<file path="config.mk">
export PLATFORM = sky130hd
export DESIGN_NAME = qrs_detect_flat
export DESIGN_NICKNAME = d
export VERILOG_FILES = /design/src/rtl/qrs_detect_pkg.sv /design/src/rtl/qrs_detect_if.sv /design/src/rtl/qrs_peak_find.sv /design/src/rtl/qrs_detect.sv /design/src/flat_wrapper.sv
export SDC_FILE = /design/constraint.sdc
export NUM_CORES = 1
export LEC_CHECK = 0
export BUFFER_PORTS_ARGS = -buffer_cell sky130_fd_sc_hd__buf_2
export CORE_MARGIN = 2
export CORE_UTILIZATION = 68
export CTS_BUF_LIST = sky130_fd_sc_hd__clkbuf_2 sky130_fd_sc_hd__clkbuf_4 sky130_fd_sc_hd__clkbuf_8
export CTS_CLUSTER_SIZE = 16
export DETAILED_ROUTE_END_ITERATION = 12
export PLACE_DENSITY = 0.86
export SLEW_MARGIN = 20
export SYNTH_ARGS = -nofsm -noshare
export SYNTH_HDL_FRONTEND = slang
export SYNTH_SLANG_ARGS = --single-unit
</file>
<file path="constraint.sdc">
create_clock -name clk -period 18.2 [get_ports clk]
set_input_delay 5.46 -clock clk [delete_from_list [all_inputs] [get_ports clk]]
set_output_delay 5.46 -clock clk [all_outputs]
set_load 0.005 [all_outputs]
</file>
<file path="src/rtl/qrs_detect_pkg.sv">
`default_nettype none
// +--------------------------------------------------------------------+
// | qrs_detect_pkg : shared types, widths and shift constants          |
// | Revision       : 1.0                                               |
// +--------------------------------------------------------------------+
package qrs_detect_pkg;

  localparam int c_sample_w        = 16;
  localparam int c_spki_init_shift = 1;
  localparam int c_npki_init_shift = 3;
  localparam int c_thr_shift       = 2;
  localparam int c_level_shift     = 3;

  typedef enum logic [0:0] {
    LEARN  = 1'b0,
    DETECT = 1'b1
  } state_t;

  // Running level estimate: level + floor((peak - level) / 8), no overflow for 16-bit inputs
  function automatic logic [c_sample_w-1:0] level_update(
    input logic [c_sample_w-1:0] level,
    input logic [c_sample_w-1:0] peak
  );
    logic signed [c_sample_w:0] d;
    logic signed [c_sample_w:0] s;
    d = $signed({1'b0, peak}) - $signed({1'b0, level});
    s = $signed({1'b0, level}) + (d >>> c_level_shift);
    return s[c_sample_w-1:0];
  endfunction

endpackage
`default_nettype wire

</file>
<file path="src/rtl/qrs_detect_if.sv">
`default_nettype none
// +--------------------------------------------------------------------+
// | qrs_detect_if : sample stream in, detection results out            |
// | Revision      : 1.0                                                |
// +--------------------------------------------------------------------+
interface qrs_detect_if;
  import qrs_detect_pkg::*;

  logic                         sample_valid;
  logic signed [c_sample_w-1:0] sample_in;
  logic                         qrs_pulse;
  logic        [c_sample_w-1:0] peak_value;
  logic        [c_sample_w-1:0] rr_interval;
  logic                         rr_valid;
  logic        [c_sample_w-1:0] threshold;
  logic                         learning;

  modport master (
    output sample_valid, sample_in,
    input  qrs_pulse, peak_value, rr_interval, rr_valid, threshold, learning
  );

  modport slave (
    input  sample_valid, sample_in,
    output qrs_pulse, peak_value, rr_interval, rr_valid, threshold, learning
  );

endinterface
`default_nettype wire

</file>
<file path="src/rtl/qrs_peak_find.sv">
`default_nettype none
// +--------------------------------------------------------------------+
// | qrs_peak_find : two-sample history and local-maximum candidate     |
// | Revision      : 1.0                                                |
// +--------------------------------------------------------------------+
module qrs_peak_find
  import qrs_detect_pkg::*;
(
  input  logic                  clk,
  input  logic                  rst,
  input  logic                  i_valid,
  input  logic [c_sample_w-1:0] i_x,
  output logic                  o_cand,
  output logic [c_sample_w-1:0] o_cand_val
);

  logic [c_sample_w-1:0] r_x1;
  logic [c_sample_w-1:0] r_x2;

  always_ff @(posedge clk or posedge rst) begin
    if (rst) begin
      r_x1 <= '0;
      r_x2 <= '0;
    end else if (i_valid) begin
      r_x2 <= r_x1;
      r_x1 <= i_x;
    end
  end

  // Rising edge into x1 and no further rise at x: x1 is a local maximum
  assign o_cand     = (r_x1 > r_x2) && (r_x1 >= i_x);
  assign o_cand_val = r_x1;

endmodule
`default_nettype wire

</file>
<file path="src/rtl/qrs_detect.sv">
`default_nettype none
// +--------------------------------------------------------------------+
// | qrs_detect : adaptive-threshold QRS detector with learning phase   |
// | Revision   : 1.0                                                   |
// +--------------------------------------------------------------------+
module qrs_detect
  import qrs_detect_pkg::*;
#(
  parameter int LEARN_LEN = 400,
  parameter int REFRACT   = 40
) (
  input  logic         clk,
  input  logic         reset,
  qrs_detect_if.slave  bus
);

  localparam logic [15:0] c_learn_last = 16'(LEARN_LEN - 1);
  localparam logic [7:0]  c_refract    = 8'(REFRACT);

  state_t                r_state;
  state_t                w_state_next;
  logic                  w_learning;

  logic [c_sample_w-1:0] w_x;
  logic                  w_cand;
  logic [c_sample_w-1:0] w_cand_val;
  logic [c_sample_w-1:0] w_max_next;
  logic                  w_learn_done;
  logic                  w_eval;
  logic                  w_qrs;
  logic                  w_noise;
  logic signed [c_sample_w:0] w_thr_wide;
  logic [c_sample_w-1:0] w_threshold;

  logic [c_sample_w-1:0] r_spki;
  logic [c_sample_w-1:0] r_npki;
  logic [c_sample_w-1:0] r_max;
  logic [15:0]           r_learn_cnt;
  logic [7:0]            r_refract;
  logic [15:0]           r_rr_cnt;
  logic                  r_seen_qrs;
  logic                  r_qrs_pulse;
  logic                  r_rr_valid;
  logic [c_sample_w-1:0] r_peak_value;
  logic [c_sample_w-1:0] r_rr_interval;

  assign w_x = bus.sample_in[c_sample_w-1] ? '0 : bus.sample_in;

  qrs_peak_find u_peak_find (
    .clk        (clk),
    .rst        (reset),
    .i_valid    (bus.sample_valid),
    .i_x        (w_x),
    .o_cand     (w_cand),
    .o_cand_val (w_cand_val)
  );

  assign w_max_next   = (w_x > r_max) ? w_x : r_max;
  assign w_learn_done = (r_learn_cnt == c_learn_last);

  assign w_thr_wide  = $signed({1'b0, r_npki})
                     + (($signed({1'b0, r_spki}) - $signed({1'b0, r_npki})) >>> c_thr_shift);
  assign w_threshold = w_thr_wide[c_sample_w] ? '0 : w_thr_wide[c_sample_w-1:0];

  assign w_eval  = bus.sample_valid && (r_state == DETECT) && w_cand && (r_refract == 8'd0);
  assign w_qrs   = w_eval && (w_cand_val > w_threshold);
  assign w_noise = w_eval && !(w_cand_val > w_threshold);

  always_ff @(posedge clk or posedge reset) begin
    if (reset) r_state <= LEARN;
    else       r_state <= w_state_next;
  end

  always_comb begin
    w_state_next = r_state;
    case (r_state)
      LEARN:   if (bus.sample_valid && w_learn_done) w_state_next = DETECT;
      DETECT:  w_state_next = DETECT;
      default: w_state_next = LEARN;
    endcase
  end

  always_comb begin
    w_learning = (r_state == LEARN);
  end

  always_ff @(posedge clk or posedge reset) begin
    if (reset) begin
      r_spki        <= '0;
      r_npki        <= '0;
      r_max         <= '0;
      r_learn_cnt   <= '0;
      r_refract     <= '0;
      r_rr_cnt      <= '0;
      r_seen_qrs    <= 1'b0;
      r_qrs_pulse   <= 1'b0;
      r_rr_valid    <= 1'b0;
      r_peak_value  <= '0;
      r_rr_interval <= '0;
    end else begin
      r_qrs_pulse <= 1'b0;
      r_rr_valid  <= 1'b0;
      if (bus.sample_valid) begin
        if (r_state == LEARN) begin
          r_max       <= w_max_next;
          r_learn_cnt <= r_learn_cnt + 16'd1;
          if (w_learn_done) begin
            r_spki <= w_max_next >> c_spki_init_shift;
            r_npki <= w_max_next >> c_npki_init_shift;
          end
        end else if (w_qrs) begin
          r_spki        <= level_update(r_spki, w_cand_val);
          r_refract     <= c_refract;
          r_rr_interval <= r_rr_cnt;
          r_rr_cnt      <= 16'd1;
          r_seen_qrs    <= 1'b1;
          r_qrs_pulse   <= 1'b1;
          r_rr_valid    <= r_seen_qrs;
          r_peak_value  <= w_cand_val;
        end else begin
          if (w_noise) r_npki <= level_update(r_npki, w_cand_val);
          if (r_refract != 8'd0) r_refract <= r_refract - 8'd1;
          if (r_rr_cnt != 16'hFFFF) r_rr_cnt <= r_rr_cnt + 16'd1;
        end
      end
    end
  end

  assign bus.qrs_pulse   = r_qrs_pulse;
  assign bus.rr_valid    = r_rr_valid;
  assign bus.peak_value  = r_peak_value;
  assign bus.rr_interval = r_rr_interval;
  assign bus.threshold   = w_threshold;
  assign bus.learning    = w_learning;

endmodule
`default_nettype wire

</file>
<file path="src/flat_wrapper.sv">
// flat-port wrapper written by rule: the top's interface ports become plain ports
module qrs_detect_flat import qrs_detect_pkg::*;
#(
  parameter int LEARN_LEN = 400,
  parameter int REFRACT   = 40
)
  (clk, reset, bus_sample_valid, bus_sample_in, bus_qrs_pulse, bus_peak_value, bus_rr_interval, bus_rr_valid, bus_threshold, bus_learning);
  qrs_detect_if bus_i ();
  input  logic clk;
  input  logic reset;
  input wire logic [$bits(bus_i.sample_valid)-1:0] bus_sample_valid;
  input wire logic [$bits(bus_i.sample_in)-1:0] bus_sample_in;
  output wire logic [$bits(bus_i.qrs_pulse)-1:0] bus_qrs_pulse;
  output wire logic [$bits(bus_i.peak_value)-1:0] bus_peak_value;
  output wire logic [$bits(bus_i.rr_interval)-1:0] bus_rr_interval;
  output wire logic [$bits(bus_i.rr_valid)-1:0] bus_rr_valid;
  output wire logic [$bits(bus_i.threshold)-1:0] bus_threshold;
  output wire logic [$bits(bus_i.learning)-1:0] bus_learning;
  assign bus_i.sample_valid = bus_sample_valid;
  assign bus_i.sample_in = bus_sample_in;
  assign bus_qrs_pulse = bus_i.qrs_pulse;
  assign bus_peak_value = bus_i.peak_value;
  assign bus_rr_interval = bus_i.rr_interval;
  assign bus_rr_valid = bus_i.rr_valid;
  assign bus_threshold = bus_i.threshold;
  assign bus_learning = bus_i.learning;
  qrs_detect #(.LEARN_LEN(LEARN_LEN), .REFRACT(REFRACT)) u_core (.clk(clk), .reset(reset), .bus(bus_i));
endmodule
</file>
### Yosys cells after proc, flatten, opt, wreduce, memory -nomap -nowiden

Index checks and enable logic that the tools add are counted.

* register bits: 156
* input port bits: 19
* output and inout bits: 51
* logic and storage cells: 76

* $add $sub $neg: 9
* $lt $le $gt $ge: 4
* equality and inequality tests: 5
* mux-type cells: 22
* bitwise operators: 1
* reductions and logical operators: 20

Operators by type and width (number)
* 16-bit 2-to-1 mux: 11
* 16-bit by 16-bit subtractor with 17-bit output: 3
* 16-bit greater-than comparator: 3
* 16-bit by 1-bit adder with 16-bit output, second input constant: 2
* 16-bit by 14-bit adder with 16-bit output: 2
* 17-bit by 15-bit adder with 17-bit output: 1
* 16-bit by 9-bit equality test with 1-bit output, second input constant: 1
* 16-bit greater-or-equal comparator: 1
* 8-bit 2-to-1 mux: 2
* 16-bit inequality test, second input constant: 1
* 15-bit 2-to-1 mux: 1
* 3-bit AND reduction: 5
* 8-bit zero test: 1
* 8-bit nonzero test: 1
* 8-bit by 1-bit subtractor with 8-bit output, second input constant: 1
* 1-bit logical AND: 7
* 1-bit 2-to-1 mux: 7
* 2-bit inequality test, second input constant: 3
* 2-bit nonzero test: 3
* 4-bit AND reduction: 1
* 1-bit one-hot mux with 2 select lines: 1
* 2-bit AND reduction: 1
* 1-bit zero test: 1
* 1-bit inverter: 1

### Depth between registers and ports, before layout

* depth in word-level cells: 9
* gate-level depth with buffers: 34
* gate-level depth less buffers: 30

### By module

From an unflattened synthesis, not the netlist that was laid out.

* cells, all modules: 1282
* area, all modules: 11795.1 um^2

By module, submodules not included
* qrs_detect: times used 1, cells each 1088, area an instance 9857.0 um^2, seq. area each 3103.0 um^2
* qrs_peak_find: times used 1, cells each 194, area an instance 1938.1 um^2, seq. area each 800.8 um^2

### Least setup slack after synthesis

No wires, ideal clock.

* kind: reg-to-output
* from: register u_core.r_npki[4]
* to: output bus_threshold[11]
* arrival time: 4.656 ns
* required time: 12.740 ns
* setup slack: 8.084 ns
* cell stages (with the launch flop): 23
* path buffers: 2
* cell sequence: dfrtp_1 > inv_1 > ha_1 > a21o_1 > a2111oi_0 > a21boi_1 > nor3_1 > or2_2 > and2_1 > o21a_1 > nor2_1 > ha_1 > a21oi_1 > o21ai_0 > a21o_1 > a221o_1 > a31o_1 > a21oi_1 > or2_2 > clkbuf_1 > clkbuf_1 > nand2_1 > inv_1

* cells in the longest elaborated chain, start to end: 3

Ends and longest elaborated chain
* from (decl): RTL line qrs_detect.sv:36 `logic [c_sample_w-1:0] r_npki;`
* from (signal assigned): RTL line qrs_detect.sv:109 `r_npki <= w_max_next >> c_npki_init_shift;`
* from (signal assigned): RTL line qrs_detect.sv:121 `if (w_noise) r_npki <= level_update(r_npki, w_cand_val);`
* 16-bit by 16-bit subtractor with 17-bit output: RTL line qrs_detect.sv:62 `+ (($signed({1'b0, r_spki}) - $signed({1'b0, r_npki})) >>> c_thr_shift);`
* 17-bit by 15-bit adder with 17-bit output *: RTL line qrs_detect.sv:62
* 16-bit 2-to-1 mux *: RTL line qrs_detect.sv:63 `assign w_threshold = w_thr_wide[c_sample_w] ? '0 : w_thr_wide[c_sample_w-1:0];`
* to (decl): RTL line flat_wrapper.sv:17 `output wire logic [$bits(bus_i.threshold)-1:0] bus_threshold;`

Every way passes the cells marked *; elsewhere a longest branch is shown, timed or not.

### Worst setup path after layout

* from: register u_core.r_npki[4]
* to: output bus_threshold[7]

Same word-level chain as after synthesis.

==> run_results.csv <==
group,metric,value,unit
run_status,status,"completed",
timing,max_freq,89.2,MHz
yosys,avgSynthCellArea,9.18,µm²
setup_path,rr_endpoint,"u_core.r_spki[0]",
placement,gp_congestion,0.933,
drt,ant_nets,0,
timing,post-route-period-util,0.616,
setup_path,crit_fanout,16,
setup_path,crit_type,"reg -> out",
setup_path,rr_startpoint,"u_core.r_npki[4]",
setup_path,crit_path_start_kind,"register",
worst_hold_path,min_to,"u_core.r_refract[7]",
die,std_cell_rows,48,
yosys,syn-cell-area,11900,µm²
clock_network,cts_htree_levels,4,
drt,drc,0,
run,cap_viol_max_count,0,
placement,portBuffers,68,
timing,grt_setup_unrepaired,"no",
setup_path,worstPathArrival,5.75,ns
worst_hold_path,min_from,"u_core.r_refract[7]",
setup_path,cp_slowest_stage_delay,0.44,ns
clock_network,ctsRootBufferMaster,"clkbuf_8",
yosys,synth_flop_cell,"dfrtp_1",
setup_path,cp_cell_sequence,"inv_1, ha_1, a21o_1, a2111oi_0, a21boi_1, nor3_1, or2_2, and2_1, o21a_1, nor2_1, ha_1, a21oi_1, o21ai_0, a21o_1, a221o_1, a31o_1, a21oi_1, or2_2, inv_1, or2_2, inv_1, buf_2",
setup_path,slowest_stage,"dfrtp_1",
die,chipWidth,136,µm
worst_hold_path,hp-class,"reg -> reg",
yosys,synth_seq_cells,153,
timing,whs,0.471,ns
yosys,async_flop_share,1.00,
die,core-area,17200,µm²
layout,final_common_cell,"ha_1",
pwr,power_frac_seq,0.344,
timing,worst_slew_pin_slew,1.06,ns
clock_network,cts_resized,0,
global_routing,grt_pass1_vias,9442,
die,die_h,136,µm
die,design.die.area,18600,µm²
timing,hold_viol,0,
yosys,syn_inst,1297,
timing,setup_viol_count_final,0,
timing,fin_skew,0.0184,ns
layout,syn_to_final_growth,7.57,%
die,start_util,0.691,
clock_network,cts_made_buffers,17,
pwr,p_sw,0.472,mW
pwr,leakage,6.38,nW
layout,num-fill-cells,1229,
layout,drive_gt1_frac,0.131,
pwr,netSwitchingFraction,0.398,
clock_network,clockBufferDepth,2,
layout,stdcell_area,12800,µm²
drt,viasPerCell,6.19,
die,ios,70,
clock_network,cts_tree,"built",
drt,routedWlPerCell,18.1,µm
worst_hold_path,holdPathStages,1,
global_routing,grt_overflow_total,0,
clock_network,clk_latency,0.49,ns
global_routing,grt_max_degree,101,
setup_path,r2r_cells,31,
yosys,yosysWarnings,0,
clock_network,cts.sinks,153,
global_routing,grt.total_usage,0.322,
drt,num_vias,9871,
drt,wl,28900,µm
yosys,synth_nets,1473,
clock_network,clk_pin_slew,0.10,ns
pwr,power.internal,0.712,mW
pwr,comb_power_share,0.435,
placement,dpl.hpwl,21800,µm
timing,fin_crit,11.21,ns
setup_path,required,12.74,ns
timing,finalSetupTns,0,ns
drt,firstDrtPassIters,9,
layout,multi_input_area,7520,µm²
timing,slew_violations,0,
global_routing,grt_first_pass_wirelength,47000,µm
yosys,synth_edf_count,0,
timing,relSlewSlack,0.283,
placement,dpl-instance-area,12400,µm²
yosys,yosys.cell_types.count,78,
clock_network,cts_setup_buffers,0,
global_routing,antenna_found_initial,0,
yosys,yosysSeqAreaShare,0.321,
setup_path,r2r_setup_slack,10.32,ns
layout,final_cell_mix,"ha_1, dfrtp_1, nand2_1",
layout,num-nets-final,1534,
pwr,ir_drop,0.0810,mV
layout,regArea,3830,µm²
pwr,pwr-share-clk,0.221,
setup_path,endpoint_kind,"output pin",
drt,drtIter0Drc,761,
clock_network,cts-hold-fix-buffers,0,
layout,diodes,0,
pwr,power_density,92.4,nW/µm²
==> sequential cells by signal (all words and copies together), names as in the netlist <==
register / count
u_core.bus.peak_value: 15
u_core.bus.qrs_pulse: 1
u_core.bus.rr_interval: 16
u_core.bus.rr_valid: 1
u_core.r_learn_cnt: 16
u_core.r_max: 16
u_core.r_npki: 16
u_core.r_refract: 8
u_core.r_rr_cnt: 16
u_core.r_seen_qrs: 1
u_core.r_spki: 16
u_core.r_state: 1
u_core.u_peak_find.o_cand_val: 15
u_core.u_peak_find.r_x2: 15
==> cell usage after synthesis (27+ instances only) <==
| cell type | count | share of area |
|---|---|---|
| xor2_1 | 36 | 0.026 |
| inv_1 | 105 | 0.033 |
| a21oi_1 | 58 | 0.024 |
| nor2_1 | 105 | 0.033 |
| dfrtp_1 | 153 | 0.32 |
| mux2_4 | 29 | 0.037 |
| o21ai_0 | 77 | 0.032 |
| ha_1 | 154 | 0.16 |
| xnor2_1 | 60 | 0.044 |
| a21o_1 | 33 | 0.021 |
| mux2i_1 | 27 | 0.023 |
| nand2_1 | 107 | 0.034 |
==> how the worst max path moves through the flow <==
stage / endpoint / start / depth (start not counted) / slack, ns
6_report: bus_threshold[7] / u_core.r_npki[4] / 22 / 6.99
5_1_grt: bus_threshold[7] / u_core.r_npki[4] / 22 / 6.55
4_1_cts: bus_threshold[7] / u_core.r_npki[4] / 22 / 7.04
3_5_place_dp: bus_threshold[7] / u_core.r_npki[4] / 22 / 7.58
3_3_place_gp: bus_threshold[7] / u_core.r_npki[4] / 22 / 7.73
2_1_floorplan: bus_threshold[11] / u_core.r_npki[4] / 22 / 8.08
==> worst max-delay path, delay by kind of cell (launching register included) <==
family	cells	cell delay, ns
flops	1	0.44
fa+ha+maj	2	0.63
simple gates	6	1.52
compound gates	10	2.37
buf+inv	4	0.30
==> cell families after synthesis <==
logic type	Yosys count	share of synthesized area
compound gates	301	0.166
fa+ha+maj	157	0.167
other cells	1	0.000315
simple gates	375	0.151
buf+inv	140	0.0478
flops	153	0.321
mux	74	0.0763
xor+xnor	96	0.0706
==> routing by layer <==
metal	routed length (µm)	up-vias	track usage
met1	13100	4769	0.453
met5	0	-	0
met2	13200	343	0.511
li1	-	4710	-
met4	631	0	0.101
met3	2020	49	0.0533
==> per-stage QoR <==
| stage | util | setup slack [ns] | power (mW) | instances |
|---|---|---|---|---|
| 5_1_grt | 0.743 | 6.55 | 1.27 | 1595 |
| 6_report | 0.743 | 6.99 | 1.18 | 1595 |
| 3_3_place_gp | 0.721 | 7.73 | 0.898 | 1564 |
| 3_5_place_dp | 0.721 | 7.58 | 0.919 | 1564 |
| 4_1_cts | 0.743 | 7.04 | 1.18 | 1595 |
| 2_1_floorplan | - | 8.08 | 0.790 | 1297 |
==> area by class of cell <==
class | count | share of cell area
well taps | 225 | 0.0220
clock buffers | 18 | 0.0193
inverters | 107 | 0.0317
clock inverters | 13 | 0.0107
multi-input cells | 1004 | 0.587
repair buffers | 75 | 0.0307
flip-flops and latches | 153 | 0.299
==> power by group through the flow <==
stage                     clock network [mW]  logic (mW)  registers [mW]
after floorplan                            0       0.390           0.400
after global placement                     0       0.487           0.411
after detailed placement                   0       0.506           0.413
after CTS                              0.264       0.511           0.406
after global routing                   0.277       0.579           0.412
final                                  0.261       0.515           0.407
(Power assumes the default switching activity.)
